[src/rtl/operand_issue_if.sv]
// Decode, register-file, execute and writeback signals of the operand
// issue stage, bundled so the stage and its driver share one declaration.
interface operand_issue_if #(
  parameter int CTRL_W = 16
);
  logic              dec_valid_in;
  logic              dec_ready_out;
  logic [4:0]        dec_rs1_in;
  logic [4:0]        dec_rs2_in;
  logic [4:0]        dec_rd_in;
  logic              dec_use_rs1_in;
  logic              dec_use_rs2_in;
  logic              dec_wr_rd_in;
  logic [CTRL_W-1:0] dec_ctrl_in;
  logic [4:0]        rf_raddr1_out;
  logic [4:0]        rf_raddr2_out;
  logic [31:0]       rf_rdata1_in;
  logic [31:0]       rf_rdata2_in;
  logic              ex_valid_out;
  logic              ex_ready_in;
  logic [31:0]       ex_op1_out;
  logic [31:0]       ex_op2_out;
  logic [4:0]        ex_rd_out;
  logic              ex_wr_rd_out;
  logic [CTRL_W-1:0] ex_ctrl_out;
  logic              wb_valid_in;
  logic [4:0]        wb_rd_in;
  logic [31:0]       wb_data_in;
  logic              flush_in;
  logic [31:0]       busy_out;

  modport master (
    output dec_valid_in, dec_rs1_in, dec_rs2_in, dec_rd_in,
    output dec_use_rs1_in, dec_use_rs2_in, dec_wr_rd_in, dec_ctrl_in,
    output rf_rdata1_in, rf_rdata2_in, ex_ready_in,
    output wb_valid_in, wb_rd_in, wb_data_in, flush_in,
    input  dec_ready_out, rf_raddr1_out, rf_raddr2_out,
    input  ex_valid_out, ex_op1_out, ex_op2_out,
    input  ex_rd_out, ex_wr_rd_out, ex_ctrl_out, busy_out
  );

  modport slave (
    input  dec_valid_in, dec_rs1_in, dec_rs2_in, dec_rd_in,
    input  dec_use_rs1_in, dec_use_rs2_in, dec_wr_rd_in, dec_ctrl_in,
    input  rf_rdata1_in, rf_rdata2_in, ex_ready_in,
    input  wb_valid_in, wb_rd_in, wb_data_in, flush_in,
    output dec_ready_out, rf_raddr1_out, rf_raddr2_out,
    output ex_valid_out, ex_op1_out, ex_op2_out,
    output ex_rd_out, ex_wr_rd_out, ex_ctrl_out, busy_out
  );
endinterface

[src/rtl/operand_issue.sv]
// Operand fetch/issue stage: one decode slot, one output register and a
// 32-entry busy scoreboard with same-cycle writeback forwarding.
module operand_issue #(
  parameter int CTRL_W = 16
) (
  input logic clk,
  input logic rst,
  operand_issue_if.slave io
);

  typedef struct packed {
    logic              valid;
    logic [4:0]        rs1;
    logic [4:0]        rs2;
    logic [4:0]        rd;
    logic              use1;
    logic              use2;
    logic              wr;
    logic [CTRL_W-1:0] ctrl;
  } slot_t;

  typedef struct packed {
    logic              valid;
    logic [31:0]       op1;
    logic [31:0]       op2;
    logic [4:0]        rd;
    logic              wr;
    logic [CTRL_W-1:0] ctrl;
  } out_t;

  slot_t       s_q;
  out_t        o_q;
  logic [31:0] busy_q;
  logic [31:0] busy_d;
  logic [31:0] op1;
  logic [31:0] op2;
  logic        fwd1;
  logic        fwd2;
  logic        fwdd;
  logic        hazard;
  logic        move;
  logic        ex_hs;
  logic        dec_rdy;
  logic        dec_fire;
  logic        drop_o;

  always_comb begin
    fwd1 = io.wb_valid_in && (io.wb_rd_in == s_q.rs1);
    fwd2 = io.wb_valid_in && (io.wb_rd_in == s_q.rs2);
    fwdd = io.wb_valid_in && (io.wb_rd_in == s_q.rd);
    op1 = '0;
    op2 = '0;
    if (s_q.use1 && s_q.rs1 != 5'd0)
      op1 = fwd1 ? io.wb_data_in : io.rf_rdata1_in;
    if (s_q.use2 && s_q.rs2 != 5'd0)
      op2 = fwd2 ? io.wb_data_in : io.rf_rdata2_in;
    hazard =
      (s_q.use1 && s_q.rs1 != 5'd0 && busy_q[s_q.rs1] && !fwd1) ||
      (s_q.use2 && s_q.rs2 != 5'd0 && busy_q[s_q.rs2] && !fwd2) ||
      (s_q.wr && s_q.rd != 5'd0 && busy_q[s_q.rd] && !fwdd);
    move = s_q.valid && !hazard &&
           (!o_q.valid || io.ex_ready_in) && !io.flush_in;
    ex_hs = o_q.valid && io.ex_ready_in;
    dec_rdy = !rst && !io.flush_in && (!s_q.valid || move);
    dec_fire = io.dec_valid_in && dec_rdy;
    // An O entry taken by execute this cycle keeps its bit even under flush
    drop_o = io.flush_in && o_q.valid && !io.ex_ready_in &&
             o_q.wr && o_q.rd != 5'd0;
    busy_d = busy_q;
    if (drop_o)
      busy_d[o_q.rd] = 1'b0;
    if (io.wb_valid_in)
      busy_d[io.wb_rd_in] = 1'b0;
    if (move && s_q.wr && s_q.rd != 5'd0)
      busy_d[s_q.rd] = 1'b1;
    busy_d[0] = 1'b0;
  end

  always_ff @(posedge clk or posedge rst) begin
    if (rst) begin
      s_q    <= '0;
      o_q    <= '0;
      busy_q <= '0;
    end else begin
      busy_q <= busy_d;
      if (io.flush_in) begin
        s_q.valid <= 1'b0;
      end else if (dec_fire) begin
        s_q.valid <= 1'b1;
        s_q.rs1   <= io.dec_rs1_in;
        s_q.rs2   <= io.dec_rs2_in;
        s_q.rd    <= io.dec_rd_in;
        s_q.use1  <= io.dec_use_rs1_in;
        s_q.use2  <= io.dec_use_rs2_in;
        s_q.wr    <= io.dec_wr_rd_in;
        s_q.ctrl  <= io.dec_ctrl_in;
      end else if (move) begin
        s_q.valid <= 1'b0;
      end
      if (io.flush_in)
        o_q.valid <= 1'b0;
      else if (move)
        o_q <= {1'b1, op1, op2, s_q.rd, s_q.wr, s_q.ctrl};
      else if (ex_hs)
        o_q.valid <= 1'b0;
    end
  end

  assign io.dec_ready_out = dec_rdy;
  assign io.rf_raddr1_out = s_q.valid ? s_q.rs1 : 5'd0;
  assign io.rf_raddr2_out = s_q.valid ? s_q.rs2 : 5'd0;
  assign io.ex_valid_out  = o_q.valid;
  assign io.ex_op1_out    = o_q.op1;
  assign io.ex_op2_out    = o_q.op2;
  assign io.ex_rd_out     = o_q.rd;
  assign io.ex_wr_rd_out  = o_q.wr;
  assign io.ex_ctrl_out   = o_q.ctrl;
  assign io.busy_out      = busy_q;

endmodule

[src/flat_wrapper.sv]
// flat-port wrapper written by rule: the top's interface ports become plain ports
module operand_issue_flat 
#(
  parameter int CTRL_W = 16
)
  (clk, rst, io_dec_valid_in, io_dec_rs1_in, io_dec_rs2_in, io_dec_rd_in, io_dec_use_rs1_in, io_dec_use_rs2_in, io_dec_wr_rd_in, io_dec_ctrl_in, io_rf_rdata1_in, io_rf_rdata2_in, io_ex_ready_in, io_wb_valid_in, io_wb_rd_in, io_wb_data_in, io_flush_in, io_dec_ready_out, io_rf_raddr1_out, io_rf_raddr2_out, io_ex_valid_out, io_ex_op1_out, io_ex_op2_out, io_ex_rd_out, io_ex_wr_rd_out, io_ex_ctrl_out, io_busy_out);
  operand_issue_if #(.CTRL_W(CTRL_W)) io_i ();
  input logic clk;
  input logic rst;
  input wire logic [$bits(io_i.dec_valid_in)-1:0] io_dec_valid_in;
  input wire logic [$bits(io_i.dec_rs1_in)-1:0] io_dec_rs1_in;
  input wire logic [$bits(io_i.dec_rs2_in)-1:0] io_dec_rs2_in;
  input wire logic [$bits(io_i.dec_rd_in)-1:0] io_dec_rd_in;
  input wire logic [$bits(io_i.dec_use_rs1_in)-1:0] io_dec_use_rs1_in;
  input wire logic [$bits(io_i.dec_use_rs2_in)-1:0] io_dec_use_rs2_in;
  input wire logic [$bits(io_i.dec_wr_rd_in)-1:0] io_dec_wr_rd_in;
  input wire logic [$bits(io_i.dec_ctrl_in)-1:0] io_dec_ctrl_in;
  input wire logic [$bits(io_i.rf_rdata1_in)-1:0] io_rf_rdata1_in;
  input wire logic [$bits(io_i.rf_rdata2_in)-1:0] io_rf_rdata2_in;
  input wire logic [$bits(io_i.ex_ready_in)-1:0] io_ex_ready_in;
  input wire logic [$bits(io_i.wb_valid_in)-1:0] io_wb_valid_in;
  input wire logic [$bits(io_i.wb_rd_in)-1:0] io_wb_rd_in;
  input wire logic [$bits(io_i.wb_data_in)-1:0] io_wb_data_in;
  input wire logic [$bits(io_i.flush_in)-1:0] io_flush_in;
  output wire logic [$bits(io_i.dec_ready_out)-1:0] io_dec_ready_out;
  output wire logic [$bits(io_i.rf_raddr1_out)-1:0] io_rf_raddr1_out;
  output wire logic [$bits(io_i.rf_raddr2_out)-1:0] io_rf_raddr2_out;
  output wire logic [$bits(io_i.ex_valid_out)-1:0] io_ex_valid_out;
  output wire logic [$bits(io_i.ex_op1_out)-1:0] io_ex_op1_out;
  output wire logic [$bits(io_i.ex_op2_out)-1:0] io_ex_op2_out;
  output wire logic [$bits(io_i.ex_rd_out)-1:0] io_ex_rd_out;
  output wire logic [$bits(io_i.ex_wr_rd_out)-1:0] io_ex_wr_rd_out;
  output wire logic [$bits(io_i.ex_ctrl_out)-1:0] io_ex_ctrl_out;
  output wire logic [$bits(io_i.busy_out)-1:0] io_busy_out;
  assign io_i.dec_valid_in = io_dec_valid_in;
  assign io_i.dec_rs1_in = io_dec_rs1_in;
  assign io_i.dec_rs2_in = io_dec_rs2_in;
  assign io_i.dec_rd_in = io_dec_rd_in;
  assign io_i.dec_use_rs1_in = io_dec_use_rs1_in;
  assign io_i.dec_use_rs2_in = io_dec_use_rs2_in;
  assign io_i.dec_wr_rd_in = io_dec_wr_rd_in;
  assign io_i.dec_ctrl_in = io_dec_ctrl_in;
  assign io_i.rf_rdata1_in = io_rf_rdata1_in;
  assign io_i.rf_rdata2_in = io_rf_rdata2_in;
  assign io_i.ex_ready_in = io_ex_ready_in;
  assign io_i.wb_valid_in = io_wb_valid_in;
  assign io_i.wb_rd_in = io_wb_rd_in;
  assign io_i.wb_data_in = io_wb_data_in;
  assign io_i.flush_in = io_flush_in;
  assign io_dec_ready_out = io_i.dec_ready_out;
  assign io_rf_raddr1_out = io_i.rf_raddr1_out;
  assign io_rf_raddr2_out = io_i.rf_raddr2_out;
  assign io_ex_valid_out = io_i.ex_valid_out;
  assign io_ex_op1_out = io_i.ex_op1_out;
  assign io_ex_op2_out = io_i.ex_op2_out;
  assign io_ex_rd_out = io_i.ex_rd_out;
  assign io_ex_wr_rd_out = io_i.ex_wr_rd_out;
  assign io_ex_ctrl_out = io_i.ex_ctrl_out;
  assign io_busy_out = io_i.busy_out;
  operand_issue #(.CTRL_W(CTRL_W)) u_core (.clk(clk), .rst(rst), .io(io_i));
endmodule
[config.mk]
export PLATFORM = sky130hd
export DESIGN_NAME = operand_issue_flat
export DESIGN_NICKNAME = d
export VERILOG_FILES = /design/src/rtl/operand_issue_if.sv /design/src/rtl/operand_issue.sv /design/src/flat_wrapper.sv
export SDC_FILE = /design/constraint.sdc
export NUM_CORES = 1
export LEC_CHECK = 0
export CAP_MARGIN = 25
export CELL_PAD_IN_SITES_DETAIL_PLACEMENT = 1
export CELL_PAD_IN_SITES_GLOBAL_PLACEMENT = 2
export CORE_MARGIN = 2
export CORE_UTILIZATION = 30
export DETAILED_ROUTE_END_ITERATION = 10
export PLACE_DENSITY_LB_ADDON = 0.1
export SYNTH_ARGS = -nofsm -noshare
export SYNTH_HDL_FRONTEND = slang
export SYNTH_SLANG_ARGS = --single-unit
[constraint.sdc]
create_clock -name clk -period 7.1 [get_ports clk]
set_input_delay 2.13 -clock clk [delete_from_list [all_inputs] [get_ports clk]]
set_output_delay 2.13 -clock clk [all_outputs]
set_load 0.01 [all_outputs]
==> qor.yml <==
die:
  dieWidth_um: 170
  coreArea_um2: 27000
  die_h_um: 170
  ios: 271
  initial_core_util_pct: 30.5
  dieArea_um2: 28700
  rows: 60
sta:
  setup-tns-final_ns: 0
  tightest_slew_ns: 1.03
  slew_headroom_pct: 30.7
  setup_violations: 0
  final.setup_skew_ns: 0.0127
  hold_ws_ns: 0.506
  fin_crit_ns: 6.94
  period_share_pct: 97.8
  max_freq_mhz: 144
  maxSlewViolCount: 0
  hold_viol_final: 0
  rsz0062_at_grt: "false"
logic_synthesis:
  synthSimpleGateAreaFrac_pct: 6.82
  syn_area_um2: 8220
  yosysMostFrequentCell: "dfrtp_1"
  synth_compound_area_share_pct: 16.7
  async_flop_share_pct: 100
  synthXorXnorAreaFrac_pct: 1.60
  yosysWarnings: 0
  synthTopCellsByCount: "153 x dfrtp_1, 95 x mux2_2, 66 x a22o_1"
  ys_ff_latch: 153
  synth_area_leader_cell: "dfrtp_1"
  ys.flop_type: "dfrtp_1"
  syn_area_per_cell_um2: 12.5
  ys_seq_area_share_pct: 46.6
  synth_top_area_share_pct: 46.6
  syn_inst: 657
  synth_cell_types: 52
  synth_mux_area_share_pct: 24.5
  ys_top_cells_by_area: "dfrtp_1 47%, mux2_2 13%, a22o_1 7.0%"
  synth_top_family_by_area: "multiplexers"
  synth_edf_count: 0
  synthesis.nets: 798
  synth_fa_ha_area_share_pct: 0
cts:
  insertion_delay_ns: 0.43
  clk_pin_slew_ns: 0.07
  cts_setup_buffers: 0
  cts_buffers: 17
  cts.sinks: 153
  cts_tree: "done"
  h-tree-depth: 4
  clock_path_buffers: 2
  cts-root-buf: "clkbuf_16"
outcome:
  outcome: "finished clean"
global_route:
  grt_pass1_wl_um: 47200
  grt_max_degree: 79
  first_global_vias: 7407
  grt_util_all_layers_pct: 21.8
  overflow: 0
  antenna_found_initial: 5
cells_and_area:
  num-fill-cells: 2769
  layout-drive-gt1-share_pct: 23.0
  utilization_pct: 44.2
  fin_nets: 1045
  area.growth.synth_to_final_pct: 44.8
hold_path:
  hold_path_class: "reg -> reg"
  hold_start: "u_core.io.ex_op2_out[0]"
setup_path:
  cpPeakStageDelay_ns: 0.58
  reg2reg_from: "u_core.s_q[19]"
  crit_path_max_fanout: 7
  startpoint_type: "input pin"
  arrival_ns: 4.81
  worstPathCellList: "clkdlybuf4s50_1, xor2_1, nor4_2, buf_4, a31oi_4, o2111ai_1, nand4_2, a211oi_1, clkdlybuf4s50_1"
  worstSetupEndpointType: "output port"
  critPathKind: "in -> out"
  cp-startpoint: "io_wb_rd_in[1]"
  cpMostUsedCell: "clkdlybuf4s50_1"
  worstPathRequired_ns: 4.97
  slowest_stage: "clkdlybuf4s50_1"
routing:
  dr.pass1.iters: 5
  drt_iter0_drc: 391
  ant_nets: 0
  wire_per_inst_um: 24.8
  routed_wl_um: 31400
  drc: 0
  routed-via-count: 6873
  viasPerCell: 5.44
placement:
  portBuffers: 269
  gp_congestion: 0.828
  dp_hpwl_um: 22500
power:
  clkPwrFrac_pct: 25.1
  cellInternalPower_mw: 2.56
  netSwitchingPower_mw: 1.31
  peakVddDrop_mv: 0.147
  p_seq_share_pct: 37.2
  cellPowerDensity_nw_per_um2: 326
  p_leak_nw: 5.14
  total_power_mw: 3.88
  switching_share_pct: 33.9
  pwr-share-comb_pct: 37.7
flow_run:
  maxCapViolations: 0
power by group through the flow:
stage	clock network (mW)	registers [mW]	logic, mW
3_3_place_gp	0	1.43	1.45
3_5_place_dp	0	1.45	1.47
6_report	0.973	1.44	1.46
4_1_cts	1.00	1.44	1.48
2_1_floorplan	0	1.44	0.624
5_1_grt	1.04	1.49	1.56
repair_timing:
item / 4_1_cts / 5_1_grt
gates resized for setup: 0 / 1
hold buffers: 0 / 0
endpoints found under the setup margin: 0 / 1
flip-flops by register name, summed over array words and instances (netlist names):
name and flops:
u_core.io.ex_ctrl_out 16, u_core.s_q 35, u_core.io.ex_valid_out 1, u_core.io.ex_rd_out 5, u_core.io.ex_op1_out 32, u_core.io.ex_op2_out 32
u_core.io.ex_wr_rd_out 1, u_core.io.busy_out 31
cell type report:
type	count	area, µm²	share of cell area, %
sequential	153	3830	32.2
tap	341	427	3.58
clock inverter	15	204	1.71
antenna	5	12.5	0.105
clock buffer	17	425	3.57
timing repair buffer	289	2840	23.8
inverter	6	27.5	0.231
multi-input combinational	437	4140	34.8
final timing paths:
check / slack (ns) / end / cells past startpoint
worst max-delay path: 0.16 / io_dec_ready_out / 9
worst min-delay path: 0.51 / u_core.io.ex_op2_out[0] / 1
worst max register to register: 3.00 / u_core.io.ex_ctrl_out[14] / 9
worst min register to register: 0.51 / u_core.io.ex_op2_out[0] / 1
max in group asynchronous: 3.73 / u_core.io.ex_op1_out[10] / 3
min in group asynchronous: 2.30 / u_core.s_q[18] / 2
metal layers:
metal	routed length (µm)	share of wire [%]	vias up	track usage, %
met2	15500	50	231	35.6
met5	0	0	-	0
met1	13500	43	3584	28.9
met3	1730	5.5	30	4.92
li1	-	-	3028	-
met4	557	1.8	0	6.69
cell families (layout without fill, tap and decap cells):
kind of cell           Yosys count  in the layout
AO/OA/AOI/OAI                  182            182
XOR/XNOR                        15             15
buffers and inverters           67            327
flip-flops                     153            153
multiplexers                   149            149
other                            1              6
AND/OR/NAND/NOR                 90             90
per-stage QoR:
stage | instance area [µm²] | std cells | worst slack, ns
6_report | 11900 | 1263 | 0.156
3_3_place_gp | 11200 | 1224 | 0.208
2_1_floorplan | 8220 | 657 | 0.849
4_1_cts | 11900 | 1257 | 0.106
3_5_place_dp | 11300 | 1225 | 0.138
5_1_grt | 11900 | 1263 | 0.0132
worst max-delay path: cells and delay by family:
family / cells / cell delay (ns)
AND/OR/NAND/NOR: 2 / 0.52
buffers and inverters: 3 / 1.32
AO/OA/AOI/OAI: 3 / 0.63
XOR/XNOR: 1 / 0.22
cells in the final DEF, fill, tap and decap left out, drive strengths merged, types with 3 or more instances in the layout:
master and n:
a211oi 3, a21oi 32, a22o 66, a31o 9, a41o 23, and2 10
and3 11, and3b 5, buf 20, clkbuf 17, clkdlybuf4s50 269, clkinv 4
dfrtp 153, diode 5, inv 13, mux2 124, mux2i 6, mux4 19
nand2 10, nand3 6, nand3b 8, nand4 3, nor2 8, nor2b 4
nor3 3, nor3b 9, nor4 3, o21ai 37, xnor2 6, xor2 9
Note: power is estimated with default switching activity, not from simulation.
